[config.mk]
export PLATFORM = sky130hd
export DESIGN_NAME = debounce_multi_fsm
export DESIGN_NICKNAME = d
export VERILOG_FILES = /design/src/rtl/debounce_multi_fsm.sv
export SDC_FILE = /design/constraint.sdc
export NUM_CORES = 1
export LEC_CHECK = 0
export ABC_AREA = 1
export BUFFER_PORTS_ARGS = -buffer_cell sky130_fd_sc_hd__buf_4
export CORE_MARGIN = 2
export CORE_UTILIZATION = 25
export DETAILED_ROUTE_END_ITERATION = 10
export GPL_ROUTABILITY_DRIVEN = 0
export GPL_TIMING_DRIVEN = 0
export PLACE_DENSITY = 0.42
export SLEW_MARGIN = 30
export SYNTH_ARGS = -nofsm -noshare
export SYNTH_HDL_FRONTEND = slang
export SYNTH_SLANG_ARGS = --single-unit
[constraint.sdc]
create_clock -name clk -period 2.78 [get_ports clk]
set_input_delay 0.278 -clock clk [delete_from_list [all_inputs] [get_ports clk]]
set_output_delay 0.278 -clock clk [all_outputs]
set_load 0.02 [all_outputs]
[src/rtl/debounce_multi_fsm.sv]
// N-channel switch debouncer: a per-channel synchronizer, a four-state FSM and a stability
// down-counter, producing a Moore debounced level plus Mealy rise/fall ticks.
module debounce_multi_fsm #(
  parameter int N           = 4,
  parameter int STABLE_CYC  = 1000000,
  parameter int CNT_W       = 20,
  parameter int SYNC_STAGES = 2
) (
  input  logic         clk,
  input  logic         reset,
  input  logic         clr,
  input  logic [N-1:0] sw,
  output logic [N-1:0] db_level,
  output logic [N-1:0] rise_tick,
  output logic [N-1:0] fall_tick,
  output logic         busy
);

  typedef enum logic [1:0] {
    ZERO  = 2'b00,
    WAIT1 = 2'b01,
    ONE   = 2'b10,
    WAIT0 = 2'b11
  } state_t;

  localparam logic [CNT_W-1:0] RELOAD = CNT_W'(STABLE_CYC - 1);

  logic [N-1:0] busy_vec;

  assign busy = |busy_vec;

  for (genvar i = 0; i < N; i++) begin : g_ch
    logic [SYNC_STAGES-1:0] sync_q;
    logic                   sw_s;
    state_t                 state_q, state_d;
    logic [CNT_W-1:0]       cnt_q, cnt_d;
    logic                   level_c, rise_c, fall_c, busy_c;

    // NOTE: sequential state uses non-blocking assignments so every flop samples
    // the pre-edge value of its neighbours, which is what makes the shift chain work.
    always_ff @(posedge clk or posedge reset) begin
      if (reset) begin
        sync_q  <= '0;
        state_q <= ZERO;
        cnt_q   <= '0;
      end else begin
        sync_q  <= {sync_q[SYNC_STAGES-2:0], sw[i]};
        state_q <= state_d;
        cnt_q   <= cnt_d;
      end
    end

    assign sw_s = sync_q[SYNC_STAGES-1];

    // NOTE: every signal written here gets a default first, so no path can
    // leave one unassigned and infer a latch.
    always_comb begin
      state_d = state_q;
      cnt_d   = cnt_q;
      level_c = 1'b0;
      rise_c  = 1'b0;
      fall_c  = 1'b0;
      busy_c  = 1'b0;
      case (state_q)
        ZERO: begin
          if (sw_s) begin
            state_d = WAIT1;
            cnt_d   = RELOAD;
          end
        end
        WAIT1: begin
          busy_c = 1'b1;
          if (!sw_s) begin
            state_d = ZERO;
          end else if (cnt_q == '0) begin
            state_d = ONE;
            rise_c  = 1'b1;
          end else begin
            cnt_d = cnt_q - 1'b1;
          end
        end
        ONE: begin
          level_c = 1'b1;
          if (!sw_s) begin
            state_d = WAIT0;
            cnt_d   = RELOAD;
          end
        end
        WAIT0: begin
          level_c = 1'b1;
          busy_c  = 1'b1;
          if (sw_s) begin
            state_d = ONE;
          end else if (cnt_q == '0) begin
            state_d = ZERO;
            fall_c  = 1'b1;
          end else begin
            cnt_d = cnt_q - 1'b1;
          end
        end
        default: begin
          state_d = ZERO;
          cnt_d   = '0;
        end
      endcase

      // Clear overrides everything, including a count expiring this cycle.
      if (clr) begin
        state_d = ZERO;
        cnt_d   = '0;
        rise_c  = 1'b0;
        fall_c  = 1'b0;
      end
    end

    assign db_level[i]  = level_c;
    assign rise_tick[i] = rise_c;
    assign fall_tick[i] = fall_c;
    assign busy_vec[i]  = busy_c;
  end

endmodule

# --- Word level (Yosys, flattened, before mapping) ---
# Index checks and enable logic that the tools add are counted.
totals:
  reg_bits: 96
  input_bits: 7
  out_inout_bits: 13
  elab_cells: 173
op_classes:
  n_addsub: 4
  eq_ne: 36
  n_mux: 96
  n_reduce_logical: 25
ops:
  columns: ["op", "count"]
  rows:
  - ["$mux 20", 24]
  - ["$pmux 20 s4", 4]
  - ["$logic_not 20->1", 4]
  - ["$sub 20x1->20 const B", 4]
  - ["$mux 2", 28]
  - ["$ne 3x3->1 const B", 16]
  - ["$mux 1", 36]
  - ["$ne 4x4->1 const B", 8]
  - ["$pmux 2 s4", 4]
  - ["$reduce_and 4->1", 8]
  - ["$eq 2x2->1 const B", 8]
  - ["$reduce_or 2->1", 8]
  - ["$eq 2x1->1 const B", 4]
  - ["$logic_not 2->1", 4]
  - ["$reduce_or 4->1", 1]

# --- Depth between registers and ports, before layout ---
# Gate-level depths: netlist (run 1).
logic_depth:
  depth_word: 5
  ltp_mapped: 10
  depth_no_buf: 9

# --- Least setup slack after synthesis (run 1) ---
# OpenSTA, ideal clock, no wires.
synth_path:
  path_type: "reg2out"
  startpoint: "register g_ch[0].cnt_q[0]"
  endpoint: "output port fall_tick[0]"
  arrival_ns: 1.320
  required_time_ns: 2.502
  path_slack_ns: 1.182
  path_stages_with_launch: 8
  n_path_buf: 1
  cell_sequence: "dfrtp_1 inv_1 ha_1 nand3_1 nor3_2 nand4_1 nor3b_1 buf_4"
synth_via:
  elab_chain_cells: 5
synth_lines:
  columns: ["element", "line", "source"]
  rows:
  - ["start: declaration", "36", "logic [CNT_W-1:0] cnt_q, cnt_d;"]
  - ["start signal: assignment", "49", "cnt_q <= cnt_d;"]
  - ["$logic_not 20->1", "94", "end else if (cnt_q == '0) begin"]
  - ["$mux 1", "94", null]
  - ["$mux 1", "92", "if (sw_s) begin"]
  - ["$mux 1", "64", "case (state_q)"]
  - ["$mux 1", "108", "if (clr) begin"]
  - ["end: declaration", "15", "output logic [N-1:0] fall_tick,"]
# No other way between the ends.

# --- Final worst setup path (run 1) ---
layout_path:
  startpoint: "register g_ch[3].cnt_q[0]"
  endpoint: "output port rise_tick[3]"
layout_via:
  elab_chain_cells: 5
layout_lines:
  columns: ["element", "line", "source"]
  rows:
  - ["start: declaration", "36", null]
  - ["start signal: assignment", "49", null]
  - ["$logic_not 20->1", "75", "end else if (cnt_q == '0) begin"]
  - ["$mux 1", "75", null]
  - ["$mux 1", "73", "if (!sw_s) begin"]
  - ["$mux 1", "64", null]
  - ["$mux 1", "108", null]
  - ["end: declaration", "14", "output logic [N-1:0] rise_tick,"]
# No other way between the ends.

==> metrics.cfg, run 1 <==
[clock_tree]
cts.sinks=96
clock_path_buffers=2
clkTransAtPathRegs_ps=80
cts_tree=done
cts_max_level=3
numCtsBuffers=9
cts_root_buffer=clkbuf_16
cts_resized=0
clock_latency_ps=370

[yosys]
ys_types=34
synth-edff-count=0
ys_seq_area_share_pct=36.8
synth_top_cell_area_share_pct=36.8
synth_seq_cells=96
synth_nets=998
synthTopCellsByArea=dfrtp_1, nand2_1, nor2_1
syn_area_sq_um=6530
synthFlopType=dfrtp_1
avgSynthCellArea_sq_um=6.64
async_flop_share_pct=100
yosys.area.top_type=dfrtp_1
yosys_warnings=0
syn_inst=983

[floorplanning]
die-area_sq_um=27400
io_pins=20
fp.dieH_microns=166
start_util_pct=25.3
rows=59
core_region_area_sq_um=25800
die_w_microns=166

[sta]
max_slew_margin_pct=60.8
tightest_slew_ps=589
fmax_mhz=417
drv_slew=0
rsz0062_at_grt=no
period_needed_ps=2400
finalSetupTns_ps=0
finClkSkew_ps=18.6
hold_violations=0
setup_viol=0
finalCritPeriodShare_pct=86.3

[layout]
drive_above_1_share_pct=11.3
area_growth_pct=14.9
fin_area_sq_um=7510
diodes=0
fill_cells=2808
finalNonFillerCells=1357
nNetsFinal=1032
fin_util_pct=29.1

[global_route]
grt_pass1_vias=5809
grt_max_degree=24
antenna_found_initial=0
gr-total-overflow=0
track_usage_pct=14.0
grt_pass1_wl_microns=31300

[critical_path]
critical_path_required_ps=2500
path_class=register to output port
cp-end-kind=output port
path_max_fanout=5
critPathLaunchType=register
worstPathArrival_ps=2120

[placed_design]
numPortBuffers=18
dpl.hpwl_microns=13900
placed_cells=1340
placed_area_sq_um=7180

[detailed_routing]
drt-total-wl_microns=18500
wl_per_cell_microns=13.6
firstDrtPassIters=4
viasPerCell=4.43
drt-initial-drc-count=284
vias=6008
drc=0
ant_nets=0

[power_and_ir_drop]
p_total_mw=5.95
p_leak_nw=3.72
vdd_drop_max_uv=256
power.density_nw_per_um2=792

[status]
outcome=complete, no violations

[flow_run]
maxCapViolCount=0

[min_path]
hp-class=input pin to register

==> worst max-delay path: stages (launching register included) <==
cell	delay (ps)
dfrtp_1	420
inv_1	140
ha_1	190
nand3_1	100
nor3_2	150
nand4_1	190
nor3b_1	300
buf_4	150
buf_4	120
==> logic make-up (layout without fill, tap and decap cells) <==
| family | count (synthesis) | in the layout | share of synthesized area, % |
|---|---|---|---|
| and+or+nand+nor | 671 | 671 | 45.2 |
| buffers and inverters | 130 | 169 | 9.77 |
| DFF | 96 | 96 | 36.8 |
| AOI/OAI and AO/OA | 74 | 74 | 6.15 |
| adders and majority gates | 8 | 8 | 1.53 |
| xor gates and xnor gates | 4 | 4 | 0.536 |
==> cell usage after synthesis (6+ instances only) <==
cell type  count
nand3b_1      10
nor2_4         7
clkbuf_1       7
o21bai_1       7
nor2_1       122
nand3_1       85
nand4_1       36
nor2_2        11
dfrtp_1       96
o21ai_0       30
o21ai_1       17
ha_1           8
inv_2          6
nand2_1      374
buf_2          9
buf_6         10
nor3_1         6
buf_4         14
inv_1         82
a21oi_1       16
==> worst paths after layout <==
path,startpoint,to,slack [ps],cells past startpoint
worst max-delay path,g_ch[3].cnt_q[0],rise_tick[3],380,8
worst min-delay path,sw[0],g_ch[0].sync_q[0],10,1
worst max register to register,g_ch[3].cnt_q[0],g_ch[3].cnt_q[16],920,9
worst min register to register,g_ch[3].sync_q[0],g_ch[3].sync_q[1],350,0
max in group asynchronous,reset,g_ch[3].cnt_q[17],1280,7
min in group asynchronous,reset,g_ch[1].sync_q[0],480,3
==> cell usage in the layout (no fill, tap or decap), types with 3 or more instances in the layout <==
cell type     n
a21oi_1      16
buf_2         9
buf_4        32
buf_6        10
clkbuf_1      7
clkbuf_16     9
clkinvlp_4    3
dfrtp_1      96
ha_1          8
inv_1        81
inv_2         6
nand2_1     374
nand2_4       3
nand3_1      85
nand3b_1     10
nand4_1      36
nor2_1      122
nor2_2       11
nor2_4        7
nor3_1        6
nor3_2        3
nor3b_1       4
o21ai_0      30
o21ai_1      17
o21bai_1      7
or2_2         4
xnor2_1       4
==> metrics by stage <==
step | setup WS (ps) | hold slack, ps
final | 380 | 12.1
after CTS | 330 | 1.93
after global placement | 451 | 336
after detailed placement | 741 | 321
after floorplan | 1180 | 309
after global routing | 182 | 8.18
==> metal layers <==
metal  part of all wire (%)  routed length (microns)  global-route usage (%)  vias to the layer above
met1                     51                     9490                    19.5                     2752
met3                    1.9                      359                    1.65                       15
met2                     45                     8350                    22.6                       43
met5                      0                        0                       0                        -
li1                       -                        -                       -                     3198
met4                    1.6                      303                    4.35                        0
==> power by group <==
| part | switching (mW) | leakage, nW | internal, mW |
|---|---|---|---|
| Combinational | 1.77 | 2.31 | 0.847 |
| Clock | 0.643 | 0.148 | 0.738 |
| Sequential | 0.298 | 1.26 | 1.65 |
| Total | 2.71 | 3.72 | 3.23 |
==> flip-flops by register name, indices dropped and copies added (netlist names) <==
signal,flops
g_ch.cnt_q,80
g_ch.state_q,8
g_ch.sync_q,8
==> repair_timing <==
| item | 4_1_cts | 5_1_grt |
|---|---|---|
| endpoints found under the setup margin | 0 | 0 |
| setup buffers | 0 | 0 |
| endpoints found under the hold margin | 16 | 0 |
| hold buffers | 1 | 0 |
==> area by class of cell <==
class | count | area (sq um) | area share [%]
Inverter | 88 | 334 | 4.45
Clock buffer | 10 | 239 | 3.18
Timing Repair Buffer | 23 | 240 | 3.20
Sequential cell | 96 | 2400 | 32.0
Multi-Input combinational cell | 757 | 3490 | 46.5
Buffer | 42 | 308 | 4.10
Tap cell | 335 | 419 | 5.58
Clock inverter | 6 | 73.8 | 0.983
Power figures use the tool's default switching activity.
==> inputs of run 2 (changes only) <==
--- a/config.mk
+++ b/config.mk
@@ -13,6 +13,7 @@
 export GPL_ROUTABILITY_DRIVEN = 0
 export GPL_TIMING_DRIVEN = 0
 export PLACE_DENSITY = 0.42
+export REMOVE_ABC_BUFFERS = 1
 export SLEW_MARGIN = 30
 export SYNTH_ARGS = -nofsm -noshare
 export SYNTH_HDL_FRONTEND = slang
==> run 2 against run 1 <==
Effect of this change: via count down 3.6%; total power shrank 3.4%; clock power barely moved; largest cell class unchanged; highest routed layer unchanged; critical path depth down 3.
==> metrics.cfg, run 2 (synthesized netlist as in run 1, its figures left out) <==
[layout]
diodes=0  ; unchanged
nNetsFinal=989  ; was 1032
top_regs=g_ch.cnt_q x80, g_ch.state_q x8, g_ch.sync_q x8  ; unchanged
regMostFlops=g_ch.cnt_q  ; unchanged
seq_area_sq_um=2400  ; unchanged
fin_util_pct=27.7  ; was 29.1%
final_common_cell=nand2_1  ; unchanged
multiInputGateArea_sq_um=3490  ; unchanged
largest_reg_flops=80  ; unchanged
drive_above_1_share_pct=8.18  ; was 11.3%
area_growth_pct=9.60  ; was 14.9%
fill_cells=2868  ; was 2808
layout_common_cells=nand2_1, nor2_1, dfrtp_1  ; unchanged

[critical_path]
path_max_fanout=17  ; was 5
path_class=register to output port  ; unchanged
critPathLaunchType=register  ; unchanged
timing.rr.start=g_ch[3].state_q[0]  ; was g_ch[3].cnt_q[0]
reg2reg_slack_ps=630  ; was 920 ps
reg2reg_depth=7  ; was 9
worstPathCellList=inv_2, nor2_1, nand4_1, nor3b_1, buf_4  ; was inv_1, ha_1, nand3_1, nor3_2, nand4_1, nor3b_1, buf_4, buf_4
cp_slowest_cell=dfrtp_1  ; unchanged
critical_path_required_ps=2500  ; about the same
reg2reg_to=g_ch[3].cnt_q[13]  ; was g_ch[3].cnt_q[16]
cp-end-kind=output port  ; unchanged
worstPathArrival_ps=2180  ; was 2120 ps
slowest_delay_ps=760  ; was 420 ps

[detailed_routing]
viasPerCell=4.41  ; was 4.43
wl_per_cell_microns=12.7  ; was 13.6 microns
drt-initial-drc-count=277  ; was 284
drc=0  ; unchanged
drt-total-wl_microns=16700  ; was 18500 microns
ant_nets=0  ; unchanged
firstDrtPassIters=5  ; was 4
vias=5790  ; was 6008

[clock_tree]
cts.sinks=96  ; unchanged
cts_tree=done  ; unchanged
clkTransAtPathRegs_ps=70  ; was 80 ps
cts_resized=0  ; unchanged
cts_root_buffer=clkbuf_16  ; unchanged
clock_latency_ps=360  ; was 370 ps
numCtsBuffers=9  ; unchanged
cts_max_level=3  ; unchanged
cts_hold_buf=1  ; unchanged
clock_path_buffers=2  ; unchanged
postCtsSetupBuffers=0  ; unchanged

[floorplanning]
rows=59  ; unchanged
core_region_area_sq_um=25800  ; unchanged
start_util_pct=25.3  ; unchanged
fp.dieH_microns=166  ; unchanged
die_w_microns=166  ; unchanged
io_pins=20  ; unchanged
die-area_sq_um=27400  ; unchanged

[status]
outcome=complete, no violations  ; unchanged

[power_and_ir_drop]
power.density_nw_per_um2=803  ; was 792 nW/um^2
vdd_drop_max_uv=359  ; was 256 uV
p_leak_nw=3.52  ; was 3.72 nW

[sta]
fmax_mhz=407  ; was 417 MHz
finClkSkew_ps=7.58  ; was 18.6 ps
finalCritPeriodShare_pct=88.3  ; was 86.3%
hold_violations=0  ; unchanged
rsz0062_at_grt=no  ; unchanged
tightest_slew_ps=728  ; was 589 ps
timing.final.ws_setup_ps=325  ; was 380 ps
period_needed_ps=2450  ; was 2400 ps
drv_slew=0  ; unchanged
setup_viol=0  ; unchanged
max_slew_margin_pct=51.5  ; was 60.8%

[placed_design]
dpl.hpwl_microns=11800  ; was 13900 microns
post-place-ws_ps=619  ; was 741 ps
numPortBuffers=19  ; was 18

[min_path]
hp-class=input pin to register  ; unchanged
whs_path_depth=1  ; unchanged
min_to=g_ch[2].sync_q[0]  ; was g_ch[0].sync_q[0]
worstHoldStart=sw[2]  ; was sw[0]

[global_route]
grt_pass1_wl_microns=29200  ; was 31300 microns
track_usage_pct=12.9  ; was 14.0%
antenna_found_initial=0  ; unchanged
grt_pass1_vias=5633  ; was 5809
grt_max_degree=64  ; was 24
gr-total-overflow=0  ; unchanged

[flow_run]
maxCapViolCount=0  ; unchanged

==> run 2: cell count changes in the layout (fill, tap and decap cells not counted), moves of 2 or more <==
cell / change
buf_2: -9
clkbuf_1: -7
buf_4: -13
buf_6: -10
clkinv_2: +2
==> run 2: layout make-up <==
class	instances	share of cell area, %
inverters	88	4.69
flip-flops and latches	96	33.6
repair buffers	22	2.80
multi-input cells	757	48.8
clock buffers	9	3.15
well taps	335	5.86
clock inverters	6	1.19
==> run 2: metrics by stage <==
stage | power, mW | setup TNS [ps] | hold slack (ps) | std cells | cell area, sq um
after CTS | 5.87 | 0 | 7.41 | 1313 | 7160
final | 5.75 | 0 | 22.7 | 1313 | 7160
after global routing | 6.35 | 0 | 1.31 | 1313 | 7160
after floorplan | 3.79 | -324 | 309 | 941 | 6220
after detailed placement | 4.45 | 0 | 305 | 1297 | 6840
after global placement | 4.42 | -154320 | 332 | 1295 | 6780
==> run 2: critical path: cells and delay by family (launching register included) <==
family | cells | cell delay (ps)
flops | 1 | 760
simple gates | 3 | 650
buf+inv | 2 | 410
==> run 2: per-layer routing <==
layer  global-route usage [%]  part of all wire (%)
met1                     17.9                    51
met2                     20.8                    45
met3                     2.60                   3.4
met4                     2.65                  0.89
met5                        0                     0
==> run 2: how the worst max path moves through the flow <==
stage,start,endpoint,slack (ps),depth (start not counted)
global placement,reset,g_ch[0].cnt_q[2],-1620,2
finish,g_ch[0].state_q[0],rise_tick[0],330,5
CTS,g_ch[0].state_q[0],fall_tick[0],300,5
global route,g_ch[0].state_q[0],fall_tick[0],120,5
floorplan,reset,g_ch[0].cnt_q[0],-3,1
detailed placement,g_ch[3].state_q[0],g_ch[3].cnt_q[13],620,7
==> run 2: where the power goes <==
group / internal, mW / switching, mW / total (mW)
Sequential: 1.65 / 0.362 / 2.01
Clock: 0.781 / 0.582 / 1.36
Combinational: 0.752 / 1.62 / 2.37
Total: 3.18 / 2.57 / 5.75
==> inputs of run 3 (changes only) <==
--- a/config.mk
+++ b/config.mk
@@ -9,6 +9,7 @@
 export BUFFER_PORTS_ARGS = -buffer_cell sky130_fd_sc_hd__buf_4
 export CORE_MARGIN = 2
 export CORE_UTILIZATION = 25
+export CTS_BUF_LIST = sky130_fd_sc_hd__clkbuf_8
 export DETAILED_ROUTE_END_ITERATION = 10
 export GPL_ROUTABILITY_DRIVEN = 0
 export GPL_TIMING_DRIVEN = 0
==> run 3 against run 2 <==
Effect of this change: die area is the same; cell count rose by 0.30%; critical path type unchanged; register-to-register slack barely moved; final area is 0.86% lower; combinational power barely moved; via count is 1.2% higher; clock power decreased by 24%; non-clock buffer count rose by 4.
==> metrics.cfg, run 3 (synthesized netlist as in run 1, its figures left out) <==
[power_and_ir_drop]
seqPwrFrac_pct=37.0  ; was 35.0%
power.density_nw_per_um2=766  ; was 803 nW/um^2
p_total_mw=5.43  ; was 5.75 mW
vdd_drop_max_uv=319  ; was 359 uV
p_leak_nw=3.49  ; was 3.52 nW
p_sw_mw=2.53  ; was 2.57 mW
clockPowerShare_pct=19.2  ; was 23.7%
swShare_pct=46.6  ; was 44.7%
pwr-share-comb_pct=43.8  ; was 41.3%
p_int_mw=2.90  ; was 3.18 mW

[floorplanning]
start_util_pct=25.3  ; unchanged
rows=59  ; unchanged
fp.dieH_microns=166  ; unchanged
io_pins=20  ; unchanged
core_region_area_sq_um=25800  ; unchanged
die-area_sq_um=27400  ; unchanged
die_w_microns=166  ; unchanged

[placed_design]
numPortBuffers=19  ; unchanged
dpl.hpwl_microns=11800  ; unchanged
post-place-ws_ps=619  ; unchanged

[critical_path]
cp-end-kind=output port  ; unchanged
path_max_fanout=17  ; unchanged
crit_buf_inv=2  ; unchanged
worstPathArrival_ps=2230  ; was 2180 ps
critPathLaunchType=register  ; unchanged
reg2reg_depth=7  ; unchanged
timing.rr.start=g_ch[3].state_q[0]  ; unchanged
reg2reg_slack_ps=630  ; about the same
critical_path_required_ps=2500  ; about the same
worstPathCellList=inv_2, nor2_1, nand4_1, nor3b_1, buf_4  ; unchanged
path_class=register to output port  ; unchanged
slowest_delay_ps=780  ; was 760 ps
cp_slowest_cell=dfrtp_1  ; unchanged
worst_path_dominant_cell_family=flip-flops  ; unchanged
reg2reg_to=g_ch[3].cnt_q[15]  ; was g_ch[3].cnt_q[13]

[min_path]
hp-class=register to register  ; was input pin to register
whs_path_depth=0  ; was 1
worstHoldStart=g_ch[3].sync_q[0]  ; was sw[2]
min_to=g_ch[3].sync_q[1]  ; was g_ch[2].sync_q[0]

[sta]
setup_viol=0  ; unchanged
max_slew_margin_pct=50.8  ; was 51.5%
tightest_slew_ps=739  ; was 728 ps
holdWs_ps=352  ; was 22.7 ps
fmax_mhz=398  ; was 407 MHz
finClkSkew_ps=13.3  ; was 7.58 ps
period_needed_ps=2510  ; was 2450 ps
drv_slew=0  ; unchanged
timing.final.ws_setup_ps=270  ; was 325 ps
finalCritPeriodShare_pct=90.3  ; was 88.3%
rsz0062_at_grt=no  ; unchanged
hold_violations=0  ; unchanged

[layout]
diodes=0  ; unchanged
nNetsFinal=993  ; was 989
regMostFlops=g_ch.cnt_q  ; unchanged
top_regs=g_ch.cnt_q x80, g_ch.state_q x8, g_ch.sync_q x8  ; unchanged
drive_above_1_share_pct=8.15  ; was 8.18%
area_growth_pct=8.66  ; was 9.60%
final_common_cell=nand2_1  ; unchanged
fill_cells=2875  ; was 2868
layout_common_cells=nand2_1, nor2_1, dfrtp_1  ; unchanged
largest_reg_flops=80  ; unchanged

[detailed_routing]
firstDrtPassIters=4  ; was 5
viasPerCell=4.45  ; was 4.41
wl_per_cell_microns=12.8  ; was 12.7 microns
drc=0  ; unchanged
drt-total-wl_microns=16800  ; was 16700 microns
vias=5857  ; was 5790
drt-initial-drc-count=283  ; was 277
ant_nets=0  ; unchanged

[clock_tree]
postCtsSetupBuffers=0  ; unchanged
cts_max_level=3  ; unchanged
cts_root_buffer=clkbuf_8  ; was clkbuf_16
cts_tree=done  ; unchanged
cts.sinks=96  ; unchanged
clock_path_buffers=2  ; unchanged
clkTransAtPathRegs_ps=100  ; was 70 ps
numCtsBuffers=9  ; unchanged
clock_latency_ps=390  ; was 360 ps

[global_route]
grt_pass1_wl_microns=29300  ; was 29200 microns
antenna_found_initial=0  ; unchanged
grt_max_degree=64  ; unchanged
gr-total-overflow=0  ; unchanged
grt_pass1_vias=5673  ; was 5633
track_usage_pct=12.9  ; about the same

[status]
outcome=complete, no violations  ; unchanged

[flow_run]
maxCapViolCount=0  ; unchanged

## run 3: per-stage QoR
stage	std cells	util, %	instance area, sq um	setup TNS (ps)
finish	1317	27.5	7100	0
global placement	1295	26.3	6780	-154320
floorplan	941	-	6220	-324
detailed placement	1297	26.5	6840	0
CTS	1317	27.5	7100	0
global route	1317	27.5	7100	0
## run 3: worst register-to-register path: cells and delay by family (launching register included)
| kind | cells | cell delay, ps |
|---|---|---|
| AND/OR/NAND/NOR | 5 | 900 |
| buffers and inverters | 2 | 310 |
| flip-flops | 1 | 830 |
## run 3: how the worst max path moves through the flow
stage / start / endpoint / slack [ps] / cells past startpoint
2_1_floorplan: reset / g_ch[0].cnt_q[0] / -3 / 1
3_3_place_gp: reset / g_ch[0].cnt_q[2] / -1620 / 2
3_5_place_dp: g_ch[3].state_q[0] / g_ch[3].cnt_q[13] / 620 / 7
4_1_cts: g_ch[0].state_q[0] / fall_tick[0] / 250 / 5
5_1_grt: g_ch[0].state_q[0] / fall_tick[0] / 60 / 5
6_report: g_ch[0].state_q[0] / rise_tick[0] / 270 / 5
## run 3: routing by layer
| metal | share of wire (%) | track usage, % | vias up |
|---|---|---|---|
| met3 | 2.7 | 2.53 | 6 |
| li1 | - | - | 3115 |
| met1 | 51 | 17.9 | 2684 |
| met2 | 45 | 20.9 | 52 |
| met5 | 0 | 0 | - |
| met4 | 0.90 | 2.87 | 0 |
## run 3: final cells by class
class	instances	area, sq um	share of cell area, %
Multi-Input combinational cell	757	3490	49.2
Timing Repair Buffer	26	240	3.39
Inverter	88	335	4.73
Clock buffer	9	124	1.75
Clock inverter	6	85.1	1.20
Sequential cell	96	2400	33.9
Tap cell	335	419	5.91
## run 3: power by group through the flow
| stage | Clock [mW] | Combinational (mW) | Sequential, mW |
|---|---|---|---|
| 5_1_grt | 1.16 | 2.80 | 2.07 |
| 2_1_floorplan | 0 | 1.85 | 1.94 |
| 4_1_cts | 1.11 | 2.43 | 2.01 |
| 3_3_place_gp | 0 | 2.39 | 2.04 |
| 3_5_place_dp | 0 | 2.42 | 2.03 |
| 6_report | 1.04 | 2.38 | 2.01 |
## run 3: what timing repair did
item,CTS,global route
endpoints found under the hold margin,37,0
resized for setup,0,0
hold buffers,5,0
